===== src/rtl/tx_wqe_pkg.sv =====
// tx_wqe_pkg: WQE field layout, type codes and segmenter FSM encoding for the TX path
package tx_wqe_pkg;
    localparam int LEN_LSB   = 0;
    localparam int LEN_W     = 32;
    localparam int VADDR_LSB = 32;
    localparam int VADDR_W   = 64;
    localparam int QPN_LSB   = 96;
    localparam int QPN_W     = 24;
    localparam int OPC_LSB   = 120;
    localparam int OPC_W     = 8;
    localparam int FRESH_BIT = 128;
    localparam logic TYPE_LS = 1'b0;
    localparam logic TYPE_BS = 1'b1;
    typedef enum logic [2:0] {
        ST_IDLE,
        ST_WAIT,
        ST_SEG,
        ST_WB,
        ST_CLR
    } seg_state_t;
endpackage


===== src/rtl/wqe_segmenter_if.sv =====
// wqe_segmenter_if: packet descriptor channel from the segmenter to the packet builder
interface wqe_segmenter_if
    import tx_wqe_pkg::*;
#(
    parameter int PMTU_LOG2 = 12
);
    logic                 o_pkt_val;
    logic                 i_pkt_rdy;
    logic [QPN_W-1:0]     o_pkt_qpn;
    logic [OPC_W-1:0]     o_pkt_opcode;
    logic [VADDR_W-1:0]   o_pkt_vaddr;
    logic [PMTU_LOG2:0]   o_pkt_len;
    logic                 o_pkt_first;
    logic                 o_pkt_last;
    modport master (
        output o_pkt_val, o_pkt_qpn, o_pkt_opcode, o_pkt_vaddr, o_pkt_len, o_pkt_first, o_pkt_last,
        input  i_pkt_rdy
    );
    modport slave (
        input  o_pkt_val, o_pkt_qpn, o_pkt_opcode, o_pkt_vaddr, o_pkt_len, o_pkt_first, o_pkt_last,
        output i_pkt_rdy
    );
endinterface


===== src/rtl/wqe_segmenter.sv =====
// wqe_segmenter: splits LS/BS WQEs into PMTU descriptors, writing back BS remainders per quantum
module wqe_segmenter
    import tx_wqe_pkg::*;
#(
    parameter int WQE_WIDTH           = 512,
    parameter int PWQE_BUF_ADDR_WIDTH = 2,
    parameter int PMTU_LOG2           = 12,
    parameter int QUANTUM             = 4
)(
    input  logic                           clk,
    input  logic                           rst,
    input  logic                           i_wqe_cache_empty,
    output logic                           o_wqe_cache_rd,
    input  logic                           i_wqe_val,
    input  logic                           i_wqe_type,
    input  logic [PWQE_BUF_ADDR_WIDTH-1:0] i_wqe_addr,
    input  logic [WQE_WIDTH-1:0]           i_wqe,
    output logic                           o_pwqe_wb,
    output logic [PWQE_BUF_ADDR_WIDTH-1:0] o_pwqe_addr,
    output logic [WQE_WIDTH-1:0]           o_pwqe,
    output logic                           o_slot_clr,
    output logic [PWQE_BUF_ADDR_WIDTH-1:0] o_slot_clr_addr,
    wqe_segmenter_if.master                pkt
);
    localparam logic [LEN_W-1:0] PMTU = LEN_W'(1) << PMTU_LOG2;
    localparam logic [3:0]       QNT  = 4'(QUANTUM);

    seg_state_t                     r_state, w_next;
    logic [WQE_WIDTH-1:0]           r_wqe;
    logic                           r_bs;
    logic [PWQE_BUF_ADDR_WIDTH-1:0] r_addr;
    logic [3:0]                     r_cnt;
    logic                           r_first;
    logic                           r_rd;

    logic [LEN_W-1:0]     w_len;
    logic [VADDR_W-1:0]   w_vaddr;
    logic                 w_last;
    logic [PMTU_LOG2:0]   w_seg;
    logic                 w_in_seg;
    logic                 w_in_wb;
    logic                 w_in_clr;
    logic                 w_acc;
    logic [WQE_WIDTH-1:0] w_pwqe;

    assign w_len    = r_wqe[LEN_LSB +: LEN_W];
    assign w_vaddr  = r_wqe[VADDR_LSB +: VADDR_W];
    assign w_last   = w_len <= PMTU;
    assign w_seg    = w_last ? w_len[PMTU_LOG2:0] : PMTU[PMTU_LOG2:0];
    assign w_in_seg = r_state == ST_SEG;
    assign w_in_wb  = r_state == ST_WB;
    assign w_in_clr = r_state == ST_CLR;
    assign w_acc    = w_in_seg & pkt.i_pkt_rdy;

    // next state: a final packet ends the WQE; a full BS quantum parks the remainder
    always_comb begin
        w_next = r_state;
        case (r_state)
            ST_IDLE: w_next = i_wqe_cache_empty ? ST_IDLE : ST_WAIT;
            ST_WAIT: w_next = i_wqe_val ? ST_SEG : ST_WAIT;
            ST_SEG:  w_next = !w_acc ? ST_SEG :
                              w_last ? (r_bs ? ST_CLR : ST_IDLE) :
                              (r_bs && (r_cnt + 4'd1 == QNT)) ? ST_WB : ST_SEG;
            ST_WB:   w_next = ST_IDLE;
            ST_CLR:  w_next = ST_IDLE;
            default: w_next = ST_IDLE;
        endcase
    end

    // state register
    always_ff @(posedge clk) begin
        r_state <= rst ? ST_IDLE : w_next;
    end

    // working WQE: captured on fetch, advanced by one segment per accepted descriptor
    always_ff @(posedge clk) begin
        if (rst) begin
            r_wqe   <= '0;
            r_bs    <= 1'b0;
            r_addr  <= '0;
            r_cnt   <= '0;
            r_first <= 1'b0;
            r_rd    <= 1'b0;
        end else begin
            r_rd <= (r_state == ST_IDLE) && !i_wqe_cache_empty;
            if (r_state == ST_WAIT && i_wqe_val) begin
                r_wqe   <= i_wqe;
                r_bs    <= i_wqe_type == TYPE_BS;
                r_addr  <= i_wqe_addr;
                r_cnt   <= '0;
                r_first <= (i_wqe_type == TYPE_LS) | ~i_wqe[FRESH_BIT];
            end else if (w_acc) begin
                r_wqe[LEN_LSB +: LEN_W]     <= w_len - LEN_W'(w_seg);
                r_wqe[VADDR_LSB +: VADDR_W] <= w_vaddr + VADDR_W'(w_seg);
                r_cnt                       <= r_cnt + 4'd1;
                r_first                     <= 1'b0;
            end
        end
    end

    // write-back image marks the remainder as already started
    always_comb begin
        w_pwqe            = r_wqe;
        w_pwqe[FRESH_BIT] = 1'b1;
    end

    assign o_wqe_cache_rd   = r_rd;
    assign o_pwqe_wb        = w_in_wb;
    assign o_pwqe_addr      = w_in_wb ? r_addr : '0;
    assign o_pwqe           = w_in_wb ? w_pwqe : '0;
    assign o_slot_clr       = w_in_clr;
    assign o_slot_clr_addr  = w_in_clr ? r_addr : '0;
    assign pkt.o_pkt_val    = w_in_seg;
    assign pkt.o_pkt_qpn    = w_in_seg ? r_wqe[QPN_LSB +: QPN_W] : '0;
    assign pkt.o_pkt_opcode = w_in_seg ? r_wqe[OPC_LSB +: OPC_W] : '0;
    assign pkt.o_pkt_vaddr  = w_in_seg ? w_vaddr : '0;
    assign pkt.o_pkt_len    = w_in_seg ? w_seg : '0;
    assign pkt.o_pkt_first  = w_in_seg & r_first;
    assign pkt.o_pkt_last   = w_in_seg & w_last;
endmodule


===== src/flat_wrapper.sv =====
// flat-port wrapper written by rule: the top's interface ports become plain ports
module wqe_segmenter_flat import tx_wqe_pkg::*;
#(
    parameter int WQE_WIDTH           = 512,
    parameter int PWQE_BUF_ADDR_WIDTH = 2,
    parameter int PMTU_LOG2           = 12,
    parameter int QUANTUM             = 4
)
  (clk, rst, i_wqe_cache_empty, o_wqe_cache_rd, i_wqe_val, i_wqe_type, i_wqe_addr, i_wqe, o_pwqe_wb, o_pwqe_addr, o_pwqe, o_slot_clr, o_slot_clr_addr, pkt_o_pkt_val, pkt_o_pkt_qpn, pkt_o_pkt_opcode, pkt_o_pkt_vaddr, pkt_o_pkt_len, pkt_o_pkt_first, pkt_o_pkt_last, pkt_i_pkt_rdy);
  wqe_segmenter_if #(.PMTU_LOG2(PMTU_LOG2)) pkt_i ();
  input  logic clk;
  input  logic rst;
  input  logic i_wqe_cache_empty;
  output logic o_wqe_cache_rd;
  input  logic i_wqe_val;
  input  logic i_wqe_type;
  input  logic [PWQE_BUF_ADDR_WIDTH-1:0] i_wqe_addr;
  input  logic [WQE_WIDTH-1:0] i_wqe;
  output logic o_pwqe_wb;
  output logic [PWQE_BUF_ADDR_WIDTH-1:0] o_pwqe_addr;
  output logic [WQE_WIDTH-1:0] o_pwqe;
  output logic o_slot_clr;
  output logic [PWQE_BUF_ADDR_WIDTH-1:0] o_slot_clr_addr;
  output wire logic [$bits(pkt_i.o_pkt_val)-1:0] pkt_o_pkt_val;
  output wire logic [$bits(pkt_i.o_pkt_qpn)-1:0] pkt_o_pkt_qpn;
  output wire logic [$bits(pkt_i.o_pkt_opcode)-1:0] pkt_o_pkt_opcode;
  output wire logic [$bits(pkt_i.o_pkt_vaddr)-1:0] pkt_o_pkt_vaddr;
  output wire logic [$bits(pkt_i.o_pkt_len)-1:0] pkt_o_pkt_len;
  output wire logic [$bits(pkt_i.o_pkt_first)-1:0] pkt_o_pkt_first;
  output wire logic [$bits(pkt_i.o_pkt_last)-1:0] pkt_o_pkt_last;
  input wire logic [$bits(pkt_i.i_pkt_rdy)-1:0] pkt_i_pkt_rdy;
  assign pkt_o_pkt_val = pkt_i.o_pkt_val;
  assign pkt_o_pkt_qpn = pkt_i.o_pkt_qpn;
  assign pkt_o_pkt_opcode = pkt_i.o_pkt_opcode;
  assign pkt_o_pkt_vaddr = pkt_i.o_pkt_vaddr;
  assign pkt_o_pkt_len = pkt_i.o_pkt_len;
  assign pkt_o_pkt_first = pkt_i.o_pkt_first;
  assign pkt_o_pkt_last = pkt_i.o_pkt_last;
  assign pkt_i.i_pkt_rdy = pkt_i_pkt_rdy;
  wqe_segmenter #(.WQE_WIDTH(WQE_WIDTH), .PWQE_BUF_ADDR_WIDTH(PWQE_BUF_ADDR_WIDTH), .PMTU_LOG2(PMTU_LOG2), .QUANTUM(QUANTUM)) u_core (.clk(clk), .rst(rst), .i_wqe_cache_empty(i_wqe_cache_empty), .o_wqe_cache_rd(o_wqe_cache_rd), .i_wqe_val(i_wqe_val), .i_wqe_type(i_wqe_type), .i_wqe_addr(i_wqe_addr), .i_wqe(i_wqe), .o_pwqe_wb(o_pwqe_wb), .o_pwqe_addr(o_pwqe_addr), .o_pwqe(o_pwqe), .o_slot_clr(o_slot_clr), .o_slot_clr_addr(o_slot_clr_addr), .pkt(pkt_i));
endmodule

===== config.mk =====
export PLATFORM = sky130hd
export DESIGN_NAME = wqe_segmenter_flat
export DESIGN_NICKNAME = d
export VERILOG_FILES = /design/src/rtl/tx_wqe_pkg.sv /design/src/rtl/wqe_segmenter_if.sv /design/src/rtl/wqe_segmenter.sv /design/src/flat_wrapper.sv
export SDC_FILE = /design/constraint.sdc
export NUM_CORES = 2
export LEC_CHECK = 0
export CAP_MARGIN = 20
export CORE_AREA = 2 2 450 452
export DETAILED_ROUTE_END_ITERATION = 8
export DIE_AREA = 0 0 452 454
export HOLD_SLACK_MARGIN = 0.05
export RECOVER_POWER = 25
export REMOVE_ABC_BUFFERS = 1
export SKIP_LAST_GASP = 1
export SYNTH_ARGS = -nofsm -noshare
export SYNTH_HDL_FRONTEND = slang
export SYNTH_SLANG_ARGS = --single-unit

===== constraint.sdc =====
create_clock -name clk -period 10.2 [get_ports clk]
set_input_delay 1.53 -clock clk [delete_from_list [all_inputs] [get_ports clk]]
set_output_delay 1.53 -clock clk [all_outputs]
set_load 0.02 [all_outputs]

; ---- Word-level counts from Yosys, hierarchy flattened
; Index checks and enable logic that the tools add are counted.
[word_totals]
wordCells = 49
input_bits = 520
out_inout_bits = 631
ff_bits = 524
[classes]
n_bitwise = 6
magnitude_cmp = 1
n_reduce_logical = 7
n_eq_ne = 5
n_addsub = 3
mux = 19
[op_table]
columns = cell, n
row1 = $mux W512, 1
row2 = $mux W96, 2
row3 = $add A64 B13 Y64, 1
row4 = $mux W64, 1
row5 = $le A32 B13 Y1 const B, 1
row6 = $sub A32 B13 Y32, 1
row7 = $mux W13, 2
row8 = $mux W24, 1
row9 = $mux W3, 3
row10 = $pmux W3 S3, 1
row11 = $mux W8, 1
row12 = $eq A3 B2 Y1 const B, 2
row13 = $mux W2, 3
row14 = $add A4 B1 Y4 const B, 1
row15 = $eq A4 B3 Y1 const B, 1
row16 = $mux W1, 4
row17 = $and A1 B1 Y1, 3
row18 = $eq A3 B1 Y1 const B, 1
row19 = $eq A3 B3 Y1 const B, 1
row20 = $logic_and A1 B1 Y1, 3
row21 = $logic_not A3 Y1, 1
row22 = $not A1 Y1, 2
row23 = $reduce_bool A2 Y1, 1
row24 = $reduce_or A2 Y1, 1
row25 = other kinds (2), 2

; ---- Depth between registers and ports, before layout
[logic_depth]
depth_word = 7
mapped_depth = 18
depth_no_buf = 15

; ---- Worst setup path before layout
; No wires, ideal clock.
[synth_path]
path_kind = register to register
startpoint = register u_core.r_wqe[16]
endpoint = register u_core.r_wqe[84]
arrival_time_ns = 4.348
path_buffers = 2
synth_period_minus_slack_ns = 4.463
setup_time_ns = 0.114
t_required_ns = 10.086
stages_incl_launch_ff = 18
slack_ns = 5.737
path_cell_list = dfxtp_1 or4_4 or4_4 nor2_4 and3_1 buf_4 buf_2 and2_1 ha_1 inv_1 fa_1 nor2b_1 o2111ai_1 a211oi_1 o21ai_1 nor4_1 nor3_1 a2111oi_0
[synth_between]
elab_chain_len = 5
[synth_rtl]
columns = item, line_no
row1 = "start, declared", wqe_segmenter.sv:29  ; logic [WQE_WIDTH-1:0] r_wqe;
row2 = "start signal, assigned", wqe_segmenter.sv:87  ; r_wqe <= i_wqe;
row3 = "start signal, assigned by index", wqe_segmenter.sv:93  ; r_wqe[LEN_LSB +: LEN_W] <= w_len - LEN_W'(w_seg);
row4 = "start signal, assigned by index", wqe_segmenter.sv:94  ; r_wqe[VADDR_LSB +: VADDR_W] <= w_vaddr + VADDR_W'(w_seg);
row5 = $le A32 B13 Y1, wqe_segmenter.sv:48  ; assign w_last = w_len <= PMTU;
row6 = $mux W13, wqe_segmenter.sv:49  ; assign w_seg = w_last ? w_len[PMTU_LOG2:0] : PMTU[PMTU_LOG2:0];
row7 = $add A64 B13 Y64, wqe_segmenter.sv:94
row8 = $mux W96, wqe_segmenter.sv:92  ; end else if (w_acc) begin
row9 = $mux W96, wqe_segmenter.sv:86  ; if (r_state == ST_WAIT && i_wqe_val) begin
; No other way between the ends. The select of a mux whose other input is x is not followed.
; A chain may end at the register's enable or synchronous reset.

==> run summary <==
Final Util - 20.6%
Startpoint types - primary input
Area occupied by multi-input gates - 13,200 µm²
Largest net degree at the start of global routing - 152
Depth of the most critical reg-to-reg path - 16
Area Growth Syn to Fin - 67.1%
Clock Power Share - 47.1%
CP Data Arrival Time - 8.10 ns
Residual DRC - 0
Final GP Congestion - 0.914
HP Class - flip-flop to flip-flop
Post-synth EDFFs - 0
Share of layout cells above drive strength 1 - 3.70%
Synth async-reset ratio - 0%
Post-route minimum period - 7.58 ns
First-iteration detailed-routing DRC count - 1,874
Reg2reg end - u_core.r_wqe[84]$_SDFFE_PP0P_
Pre-antenna DRT Iters - 5
Num rows - 165
Longest Clk Path Bufs - 3
I/O pin count - 1,151
Worst EP required - 10.73 ns
Most frequent cells in the layout - clkdlybuf4s50_1 (1,147), nand2_1 (912), and2_1 (619), dfxtp_1 (523), a21oi_1 (453)
NumNets Final - 4,864
Area share of the largest cell type after synthesis - 42.3%
Switching share of power - 28.3%
Rel. slew slack - -153%
Critical path type - primary input to flip-flop
Worst Path Max Fanout - 73
Internal Power - 0.00404 W
Post-Syn Area - 24,700 µm²
First-pass GRT wire length - 214,000 µm
Flop2flop setup slack - 3.43 ns
Via/cell ratio - 3.90
CP startpoint - rst
Sink Count - 523
Comb pwr share - 12.5%
Final hold violation count - 0
Status - complete, but fails checks
GR Util All Layers - 14.8%
Top FF cell, synth - dfxtp_1
Post-CTS Hold Buffers - 0
Die Span Y - 454 µm
CTS H-tree depth - 3
Grt total ovfl - 0
MaxCap Viol Count - 7
Post-Synthesis Cells - 3,337
CTS tree - yes
Finish-stage setup viols - 0
Clk pin slew, worst setup/hold paths - 0.05 ns
Full die area - 205,000 µm²
Synth Register Bits - 523
Vias - 27,600
Maximum vdd drop - 0.0983 mV
Skew final - 0.0240 ns
Crit end category - flip-flop
Hpwl dp - 127,000 µm
Initial antenna violation count - 72
Syn Area/Cell - 7.41 µm²
Pwr/cell area - 136 nW/µm²
Worst slew pin tran - 3.80 ns
Reg2reg start - u_core.r_wqe[25]$_SDFFE_PP0P_
Reg power frac - 40.3%
Post-synthesis sequential area ratio - 42.3%
FF/Latch Area - 10,500 µm²
Worst-skew pair later-pin latency - 0.66 ns
Final WL - 160,000 µm
Final Max Slew Viols - 455
Routed Antenna Nets - 0
Worst hold slack - 0.446 ns
Num CTS Buffers - 71
Post-CTS setup buffers - 0
Cell leakage power - 14.0 nW
Leading area contributor after synthesis - dfxtp_1
Crit share post-route - 74.3%
Wirelength per Cell - 22.6 µm
Most common cell after layout, fill and taps aside - clkdlybuf4s50_1
Failing checks - max-capacitance violations, max-slew violations
Root Buffer - clkbuf_16
Die X - 452 µm
Unrepaired setup endpoints after global routing - false
Ys Warns - 0
Count of cell types in the netlist - 69
Fillers - 22,400
Peak Freq - 0.132 GHz
Most area-consuming cells after synthesis - dfxtp_1 (42%), and2_1 (16%), nand2_1 (14%)
Initial Util - 12.3%
Sw Pwr - 0.00160 W
IO buf count - 1,150
CP endpoint - u_core.o_wqe_cache_rd$_SDFF_PP0_
Post-CTS sizing - 0
Core Area - 201,000 µm²
Number of global-route vias before repair - 26,100
[through the flow]
| step | cell area [µm²] | total power, W | setup TNS, ns | setup WS, ns | instances |
|---|---|---|---|---|---|
| after floorplan | 23700 | 0.00266 | -7985.54 | -16.05 | 3069 |
| after global placement | 38900 | 0.00301 | 0 | 4.51 | 6923 |
| after detailed placement | 38900 | 0.00302 | 0 | 4.51 | 6923 |
| after CTS | 41300 | 0.00574 | 0 | 4.03 | 7050 |
| after global routing | 41300 | 0.00587 | 0 | 2.15 | 7061 |
| final | 41300 | 0.00564 | 0 | 2.62 | 7067 |
[kinds of logic (layout without fill, tap and decap cells)]
kind of cell	after synthesis	after routing	synth area share, %
flops	523	523	42.3
simple gates	1832	1832	36.0
fa+ha+maj	17	17	0.890
other cells	1	15	0.0152
compound gates	624	624	14.4
mux	2	2	0.0809
xor+xnor	54	54	1.91
buf+inv	284	1328	4.40
[sequential cells by signal, summed over array words and instances, names as in the netlist]
name and flops:
u_core.r_wqe 511, u_core.r_cnt 4, u_core.r_state 3, u_core.r_addr 2
u_core.o_wqe_cache_rd 1, u_core.r_bs 1, u_core.r_first 1
[power groups by stage]
stage / Sequential [W] / Clock, W / Combinational, W
6_report: 0.00227 / 0.00266 / 0.000707
5_1_grt: 0.00228 / 0.00282 / 0.000771
4_1_cts: 0.00227 / 0.00276 / 0.000713
3_5_place_dp: 0.00231 / 0 / 0.000709
3_3_place_gp: 0.00231 / 0 / 0.000700
2_1_floorplan: 0.00225 / 0 / 0.000414
[worst max-delay path, cell delays in order]
cell      delay (ns)
clkbuf_2        1.41
clkbuf_1        1.99
clkbuf_1        2.61
or4_1           0.33
nor2_1          0.10
[layer usage]
metal / share of wire (%) / wire length [µm] / GRT usage [%] / up-vias
met5: 0.041 / 65 / 0 / -
met4: 3.5 / 5660 / 5.50 / 10
met3: 6.8 / 10900 / 3.56 / 270
met2: 50 / 80600 / 26.0 / 1179
met1: 39 / 62500 / 17.2 / 13200
li1: - / - / - / 12900
[synth_stat cells, drive strengths merged (4+ instances only)]
| master | count |
|---|---|
| nand2 | 912 |
| and2 | 620 |
| dfxtp | 523 |
| a21oi | 453 |
| clkbuf | 256 |
| nor2 | 114 |
| a211oi | 48 |
| nand3 | 43 |
| o21ai | 33 |
| xor2 | 29 |
| nor3 | 28 |
| a311oi | 27 |
| xnor2 | 25 |
| or3 | 21 |
| nand4 | 19 |
| nor4 | 19 |
| and3 | 16 |
| ha | 16 |
| inv | 16 |
| buf | 12 |
| or4 | 10 |
| o31ai | 9 |
| nand2b | 7 |
| o2111ai | 7 |
| a21o | 6 |
| a31oi | 6 |
| o211ai | 6 |
| and4 | 5 |
| nor2b | 5 |
| o22ai | 4 |
[final cells by class]
type | count | area share, %
inverter | 16 | 0.145
antenna | 14 | 0.0848
tap | 2672 | 8.09
timing repair buffer | 1185 | 28.6
multi-input combinational | 2530 | 31.9
clock inverter | 24 | 0.826
clock buffer | 103 | 5.01
sequential | 523 | 25.3
[worst min-delay path by stage]
| stage | start | endpoint | slack, ns | depth (start not counted) |
|---|---|---|---|---|
| 2_1_floorplan | u_core.r_wqe[129]$_SDFFE_PP0P_ | u_core.r_wqe[129]$_SDFFE_PP0P_ | 0.43 | 2 |
| 3_3_place_gp | u_core.r_wqe[211]$_SDFFE_PP0P_ | u_core.r_wqe[211]$_SDFFE_PP0P_ | 0.44 | 2 |
| 3_5_place_dp | u_core.r_wqe[435]$_SDFFE_PP0P_ | u_core.r_wqe[435]$_SDFFE_PP0P_ | 0.44 | 2 |
| 4_1_cts | u_core.r_wqe[435]$_SDFFE_PP0P_ | u_core.r_wqe[435]$_SDFFE_PP0P_ | 0.45 | 2 |
| 5_1_grt | u_core.r_wqe[408]$_SDFFE_PP0P_ | u_core.r_wqe[408]$_SDFFE_PP0P_ | 0.47 | 2 |
| 6_report | u_core.r_wqe[234]$_SDFFE_PP0P_ | u_core.r_wqe[234]$_SDFFE_PP0P_ | 0.45 | 2 |
(Power assumes the default switching activity.)
